<file path="config.mk">
export PLATFORM = sky130hd
export DESIGN_NAME = impulse_burst_scheduler
export DESIGN_NICKNAME = d
export VERILOG_FILES = /design/src/rtl/sender_pkg.sv /design/src/rtl/burst_gap_timer.sv /design/src/rtl/impulse_burst_scheduler.sv
export SDC_FILE = /design/constraint.sdc
export NUM_CORES = 1
export LEC_CHECK = 0
export CORE_AREA = 2 2 92 94
export CTS_BUF_LIST = sky130_fd_sc_hd__clkbuf_4 sky130_fd_sc_hd__clkbuf_8
export CTS_CLUSTER_SIZE = 30
export DETAILED_ROUTE_END_ITERATION = 7
export DIE_AREA = 0 0 94 96
export GPL_ROUTABILITY_DRIVEN = 1
export GPL_TIMING_DRIVEN = 0
export MAX_ROUTING_LAYER = met4
export PLACE_DENSITY_LB_ADDON = 0.1
export SYNTH_ARGS = -nofsm -noshare
export SYNTH_HDL_FRONTEND = slang
export SYNTH_SLANG_ARGS = --single-unit
export TNS_END_PERCENT = 10
</file>
<file path="constraint.sdc">
create_clock -name i_Clk -period 6.1 [get_ports i_Clk]
set_input_delay 1.22 -clock i_Clk [delete_from_list [all_inputs] [get_ports i_Clk]]
set_output_delay 1.22 -clock i_Clk [all_outputs]
set_load 0.005 [all_outputs]
</file>
<file path="src/rtl/sender_pkg.sv">
// Shared definitions for the wireless sender: scheduler state encoding,
// clock period and default datapath widths.
package sender_pkg;

  localparam int CLK_PERIOD_NS = 20;
  localparam int DEF_COUNT_W   = 8;
  localparam int DEF_GAP_W     = 16;

  typedef enum logic [2:0] {
    IDLE = 3'd0,
    ARM  = 3'd1,
    FIRE = 3'd2,
    GAP  = 3'd3,
    DONE = 3'd4
  } state_t;

endpackage

</file>
<file path="src/rtl/burst_gap_timer.sv">
// Loadable down-counter with a zero flag; times both the inter-pulse gap
// and the FIRE watchdog, since the two never run at the same time.
module burst_gap_timer #(
  parameter int GAP_W = 16
) (
  input  logic             clk,
  input  logic             rst_n,
  input  logic             load,
  input  logic [GAP_W-1:0] load_val,
  input  logic             dec,
  output logic             zero
);

  logic [GAP_W-1:0] count_reg;

  always_ff @(posedge clk or negedge rst_n) begin
    if (!rst_n) begin
      count_reg <= '0;
    end else if (load) begin
      count_reg <= load_val;
    end else if (dec && (count_reg != '0)) begin
      count_reg <= count_reg - 1'b1;
    end
  end

  assign zero = (count_reg == '0);

endmodule

</file>
<file path="src/rtl/impulse_burst_scheduler.sv">
// Drives the single-impulse generator through bursts of N impulses with a
// programmable gap, and flags each impulse and burst completion to the meter.
module impulse_burst_scheduler
  import sender_pkg::*;
#(
  parameter int COUNT_W        = DEF_COUNT_W,
  parameter int GAP_W          = DEF_GAP_W,
  parameter int TIMEOUT_CYCLES = 255
) (
  input  logic               i_Clk,
  input  logic               i_Rst_L,
  input  logic               i_Start,
  input  logic               i_Abort,
  input  logic [COUNT_W-1:0] i_Burst_Len,
  input  logic [GAP_W-1:0]   i_Gap_Cycles,
  output logic               o_Gen_Arm,
  output logic               o_Gen_Enable,
  input  logic               i_Gen_Ready,
  output logic               o_Pulse_Strobe,
  output logic [COUNT_W-1:0] o_Pulse_Idx,
  output logic               o_Busy,
  output logic               o_Done,
  output logic               o_Timeout
);

  // Loaded on FIRE entry so the timer reaches zero in the last allowed cycle.
  localparam logic [GAP_W-1:0] TMO_LOAD = GAP_W'(TIMEOUT_CYCLES - 1);

  state_t             state_reg, state_next;
  logic [COUNT_W-1:0] len_reg, len_next;
  logic [GAP_W-1:0]   gap_reg, gap_next;
  logic [COUNT_W-1:0] idx_reg, idx_next;
  logic               timeout_reg, timeout_next;
  logic               arm_reg, enable_reg, busy_reg, done_reg;

  logic               tmr_load;
  logic [GAP_W-1:0]   tmr_load_val;
  logic               tmr_dec;
  logic               tmr_zero;

  burst_gap_timer #(
    .GAP_W(GAP_W)
  ) u_timer (
    .clk      (i_Clk),
    .rst_n    (i_Rst_L),
    .load     (tmr_load),
    .load_val (tmr_load_val),
    .dec      (tmr_dec),
    .zero     (tmr_zero)
  );

  always_ff @(posedge i_Clk or negedge i_Rst_L) begin
    if (!i_Rst_L) begin
      state_reg   <= IDLE;
      len_reg     <= '0;
      gap_reg     <= '0;
      idx_reg     <= '0;
      timeout_reg <= 1'b0;
      arm_reg     <= 1'b0;
      enable_reg  <= 1'b0;
      busy_reg    <= 1'b0;
      done_reg    <= 1'b0;
    end else begin
      state_reg   <= state_next;
      len_reg     <= len_next;
      gap_reg     <= gap_next;
      idx_reg     <= idx_next;
      timeout_reg <= timeout_next;
      // Outputs decode the upcoming state so they are registered yet aligned.
      arm_reg     <= (state_next == ARM);
      enable_reg  <= (state_next == FIRE);
      busy_reg    <= (state_next != IDLE);
      done_reg    <= (state_next == DONE);
    end
  end

  always_comb begin
    state_next   = state_reg;
    len_next     = len_reg;
    gap_next     = gap_reg;
    idx_next     = idx_reg;
    timeout_next = timeout_reg;
    tmr_load     = 1'b0;
    tmr_load_val = '0;
    tmr_dec      = 1'b0;

    case (state_reg)
      IDLE: begin
        if (i_Start && !i_Abort) begin
          len_next     = i_Burst_Len;
          gap_next     = i_Gap_Cycles;
          idx_next     = '0;
          timeout_next = 1'b0;
          state_next   = (i_Burst_Len == '0) ? DONE : ARM;
        end
      end
      ARM: begin
        state_next   = FIRE;
        tmr_load     = 1'b1;
        tmr_load_val = TMO_LOAD;
      end
      FIRE: begin
        // A ready in the watchdog's final cycle still counts as a pulse.
        if (i_Gen_Ready) begin
          idx_next = idx_reg + 1'b1;
          if (idx_next == len_reg) begin
            state_next = DONE;
          end else if (gap_reg != '0) begin
            state_next   = GAP;
            tmr_load     = 1'b1;
            tmr_load_val = gap_reg - 1'b1;
          end else begin
            state_next = ARM;
          end
        end else if (tmr_zero) begin
          timeout_next = 1'b1;
          state_next   = IDLE;
        end else begin
          tmr_dec = 1'b1;
        end
      end
      GAP: begin
        if (tmr_zero) begin
          state_next = ARM;
        end else begin
          tmr_dec = 1'b1;
        end
      end
      DONE: begin
        state_next = IDLE;
      end
      default: begin
        state_next = IDLE;
      end
    endcase

    // Abort overrides everything, including a ready arriving in the same cycle.
    if ((state_reg != IDLE) && i_Abort) begin
      state_next   = IDLE;
      idx_next     = idx_reg;
      timeout_next = timeout_reg;
      tmr_load     = 1'b0;
      tmr_dec      = 1'b0;
    end
  end

  assign o_Gen_Arm      = arm_reg;
  assign o_Pulse_Strobe = arm_reg;
  assign o_Gen_Enable   = enable_reg;
  assign o_Busy         = busy_reg;
  assign o_Done         = done_reg;
  assign o_Pulse_Idx    = idx_reg;
  assign o_Timeout      = timeout_reg;

endmodule

</file>
# Word-level counts from Yosys, hierarchy flattened
# Index checks and enable logic that the tools add are counted.
# classes
n_eq_ne,11
bitwise,1
muxes,31
reduce_logical,16
n_addsub,3
# ops
op,n
16-bit two-way mux,5
16-bit one-hot mux with 2 select lines,1
16-bit nonzero test,2
16-bit by 1-bit subtractor with 16-bit output (second input constant),2
3-bit two-way mux,7
16-bit zero test,1
8-bit two-way mux,2
8-bit one-hot mux with 2 select lines,1
3-bit one-hot mux with 4 select lines,1
1-bit two-way mux,10
3-bit by 2-bit equality test with 1-bit output (second input constant),3
8-bit by 1-bit adder with 8-bit output (second input constant),1
8-bit equality test,1
8-bit zero test,1
2-bit inequality test (second input constant),4
3-bit by 1-bit equality test with 1-bit output (second input constant),2
1-bit one-hot mux with 2 select lines,3
3-bit nonzero test,2
5-bit AND reduction,1
4-bit AND reduction,1
2-bit nonzero test,2
3-bit equality test (second input constant),1
1-bit logical AND,3
3-bit zero test,1
other kinds (4),4
# totals
elab_cells,72
inputBits,29
reg_bits,56

# Logic depth before layout (Yosys ltp)
# logic_depth
word_depth,8
mapped_depth,10
ltp_nobuf,8

# Hierarchy
# A second synthesis with hierarchy kept.
# unflattened
hier_cells,365
hier_area_um2,3392.0
# by_module_without_submodules
module,n_inst,cells_each,area_per_inst_um2,seq_area_each_um2
impulse_burst_scheduler,1,241,2328.5,1001.0
burst_gap_timer,1,124,1063.5,400.4

# Worst setup path before layout
# Ideal clock, no wire load.
# synth_timing
kind,input -> register
startpoint,input port i_Abort
endpoint,register u_timer.count_reg[8]
arrival_ps,2745
stages,7
slack_ps,3220
setup_time_ps,134
cell_sequence,nor3b_1 -> a21boi_2 -> o2111ai_1 -> or3_1 -> xnor2_1 -> nand3_1 -> o21ai_0
# synth_between
elab_chain_len,4
# synth_rtl
item,line,source
"start, declared",impulse_burst_scheduler.sv:13,"input logic i_Abort,"
1-bit logical AND *,impulse_burst_scheduler.sv:138,if ((state_reg != IDLE) && i_Abort) begin
1-bit two-way mux,impulse_burst_scheduler.sv:138,
1-bit logical AND,burst_gap_timer.sv:21,end else if (dec && (count_reg != '0)) begin
2-bit nonzero test (no line),n/a,
"end signal, assigned",burst_gap_timer.sv:20,count_reg <= load_val;
"end signal, assigned",burst_gap_timer.sv:22,count_reg <= count_reg - 1'b1;
"end, declared",burst_gap_timer.sv:14,logic [GAP_W-1:0] count_reg;
# Every way passes the cells marked *; elsewhere a longest branch is shown, timed or not.
# A chain may end at the register's enable or synchronous reset.

# Worst setup path after layout
# Ends and elaborated chain as after synthesis.

==> flow_summary.toml <==
[outcome]
status = "finished clean"

[placed_design]
detailedPlace.worstSlack_ns = 2.253
hpwl_um = 5330
gp_congestion = 0.8377
place_area_um2 = 3716
io_buffers = 42
dpl.cell_count = 461

[floorplanning]
initial_utilization_pct = 39.11
die_w_um = 94
die_y_um = 96
core_area_um2 = 8051
row_count = 33
ios = 43
dieArea_um2 = 9024

[critical_path]
r2r-end = "u_timer.count_reg[6]"
critPathLaunchType = "input pin"
timing.rr.start = "o_Pulse_Idx[0]"
timing.critical_path.buf_inv = 1
cp_slowest_cell = "clkdlybuf4s50_1"
crit_arrival_ns = 3.76
startpoint = "i_Abort"
r2r_cells = 9
criticalPathCategory = "in2reg"
end_kind = "flip-flop"
cp.required_ns = 6.35
crit_fanout = 7
cp_top_family = "compound AO/OA/AOI/OAI gates"
cpPeakStageDelay_ns = 0.54
path_cells = "clkdlybuf4s50_1, nor3b_1, a21boi_2, o2111ai_1, or3_1, xnor2_1, nand3_1, o21ai_0"
regToRegSetupSlack_ns = 3.33

[synth]
synth_top_area_share_pct = 44.50
syn_inst = 313
ys_top_cells_by_area = "dfrtp_1 (44%), mux2_2 (9.3%), xnor2_1 (5.6%)"
seq_area_frac_synth_pct = 44.50
ys_ff_latch = 56
syn_area_per_cell_um2 = 10.06
syn-num-nets = 347
yosysTopAreaCell = "dfrtp_1"
ys_types = 53
syn_area_um2 = 3149
ys_warn_count = 0
ys_async_sr_fraction_pct = 100.0
yosys_most_used_dff = "dfrtp_1"
synth_edf_count = 0

[final_layout]
fin_cells = 469
multi_input_area_um2 = 1644
drive_gt1_share_pct = 14.56
seq_area_um2 = 1401
area_growth_pct = 22.01
diodes = 0
fin_nets = 397
fin_area_um2 = 3842
fin_util_pct = 47.72
fillCellCount = 780

[pwr]
switching_share_pct = 34.21
p_per_area_nw_per_um2 = 348.5
p_seq_share_pct = 47.4
ir_worst_vdd_mv = 0.1677
p_leak_uw = 0.001562
power.share.combinational_pct = 32.3
clock_power_share_pct = 20.3
p_sw_uw = 458.2
intPower_uw = 881.1

[drt]
antenna_left = 0
wl_per_cell_um = 15.04
drt_iter0_markers = 121
routed_wl_um = 7056
firstDrtPassIters = 4
route.detailed.drc = 0
viasPerCell = 5.249
vias = 2462

[sta]
fmax_mhz = 284.7
rsz0062_at_grt = "false"
timing.final.ws_setup_ns = 2.587
skew_ns = 0.009124
finalCriticalPeriod_ns = 3.513
setup_viol = 0
maxSlewHeadroom_pct = 19.22
period_share_pct = 57.59
tightest_slew_ns = 1.201
hold_viol = 0
finalSetupTns_ns = 0
final_max_slew_viol_count = 0

[clock_network]
clkTransAtPathRegs_ns = 0.11
ctsResizeCount = 0
ctsHoldBuffers = 0
clk-insertion-delay-late_ns = 0.32
post_cts_buffers = 0
cts_made_buffers = 5
root_buffer = "clkbuf_8"
cts_tree = "built"
clock-sinks = 56
h-tree-depth = 2
clockBufferDepth = 2

[global_routing]
grt_max_degree = 38
track_usage_pct = 17.72
grt_pass1_wl_um = 12160
grt_overflow = 0
antenna_found_initial = 0
first_global_vias = 2447

[hold_path]
min_delay_path_depth = 2
min_from = "o_Timeout"
hold_path.class = "reg2reg"
whs_endpoint = "o_Timeout"

[flow_run]
drv_cap = 0
cell usage in the layout (no fill, tap or decap), types with 3 or more instances in the layout:
master / Yosys / final
o21ai_0: 19 / 19
xor2_1: 16 / 16
or3_1: 3 / 3
clkbuf_8: 0 / 7
a21oi_1: 3 / 3
nor2_1: 25 / 25
o22ai_1: 3 / 3
nand2_1: 27 / 27
dfrtp_1: 56 / 56
xnor2_1: 20 / 20
clkdlybuf4s50_1: 0 / 41
a31oi_1: 3 / 3
inv_1: 14 / 14
nand3_1: 16 / 16
ha_1: 5 / 5
mux2_2: 26 / 26
nor3_1: 9 / 9
buf_2: 4 / 5
nor4_1: 11 / 11
clkbuf_1: 4 / 4
mux2i_1: 5 / 5
per-stage QoR:
stage | hold WS, ns | total power [µW]
detailed placement | 0.4924 | 1078
finish | 0.5010 | 1339
global placement | 0.4734 | 1065
global route | 0.5402 | 1445
floorplan | 0.4749 | 930.7
CTS | 0.5152 | 1351
worst reg2reg max path, cell delays in order, from the launching register on:
cell	delay, ns
dfrtp_1	0.50
ha_1	0.34
nand3_1	0.18
nor2_1	0.18
xnor2_1	0.11
a2111oi_2	0.40
a31o_2	0.28
clkbuf_1	0.40
o21ai_0	0.21
o21ai_0	0.12
power by group through the flow:
| stage | Sequential (µW) | Combinational, µW | Clock [µW] |
|---|---|---|---|
| 4_1_cts | 635 | 438 | 278 |
| 2_1_floorplan | 606 | 325 | 0 |
| 5_1_grt | 660 | 491 | 294 |
| 3_5_place_dp | 644 | 434 | 0 |
| 3_3_place_gp | 638 | 427 | 0 |
| 6_report | 635 | 432 | 271 |
Yosys cell counts (9+ instances only):
| cell type | instances |
|---|---|
| xnor2_1 | 20 |
| dfrtp_1 | 56 |
| nand2_1 | 27 |
| nor2_1 | 25 |
| nor4_1 | 11 |
| inv_1 | 14 |
| mux2_2 | 26 |
| nand3_1 | 16 |
| xor2_1 | 16 |
| o21ai_0 | 19 |
| nor3_1 | 9 |
cell type report:
cell class / instances / share of cell area [%]
well taps: 105 / 3.419
clock buffers: 7 / 2.507
inverters: 14 / 1.368
flip-flops and latches: 56 / 36.47
clock inverters: 1 / 0.7815
plain buffers: 11 / 1.335
repair buffers: 43 / 11.33
multi-input cells: 232 / 42.79
cells by family after synthesis:
group,after synthesis,synth area share (%)
simple gates,114,19.43
xor+xnor,36,10.01
mux,31,10.89
compound gates,46,9.893
flops,56,44.50
fa+ha+maj,5,1.986
buf+inv,25,3.297
routing by layer:
metal	routed length [µm]	global-route usage [%]	part of all wire, %	vias to the layer above
li1	-	-	-	1213
met1	3573	25.37	51	1201
met2	3234	26.85	46	42
met3	187	2.506	2.7	6
met4	61	4.106	0.86	0
met5	0	-	0	-
worst max-delay path by stage:
| stage | cells after the start | end | slack, ns |
|---|---|---|---|
| floorplan | 7 | u_timer.count_reg[8] | 3.22 |
| global placement | 1 | gap_reg[13] | 1.93 |
| detailed placement | 8 | u_timer.count_reg[8] | 2.25 |
| CTS | 8 | u_timer.count_reg[8] | 2.58 |
| global route | 8 | u_timer.count_reg[8] | 2.37 |
| finish | 8 | u_timer.count_reg[8] | 2.59 |
Power figures use the tool's default switching activity.
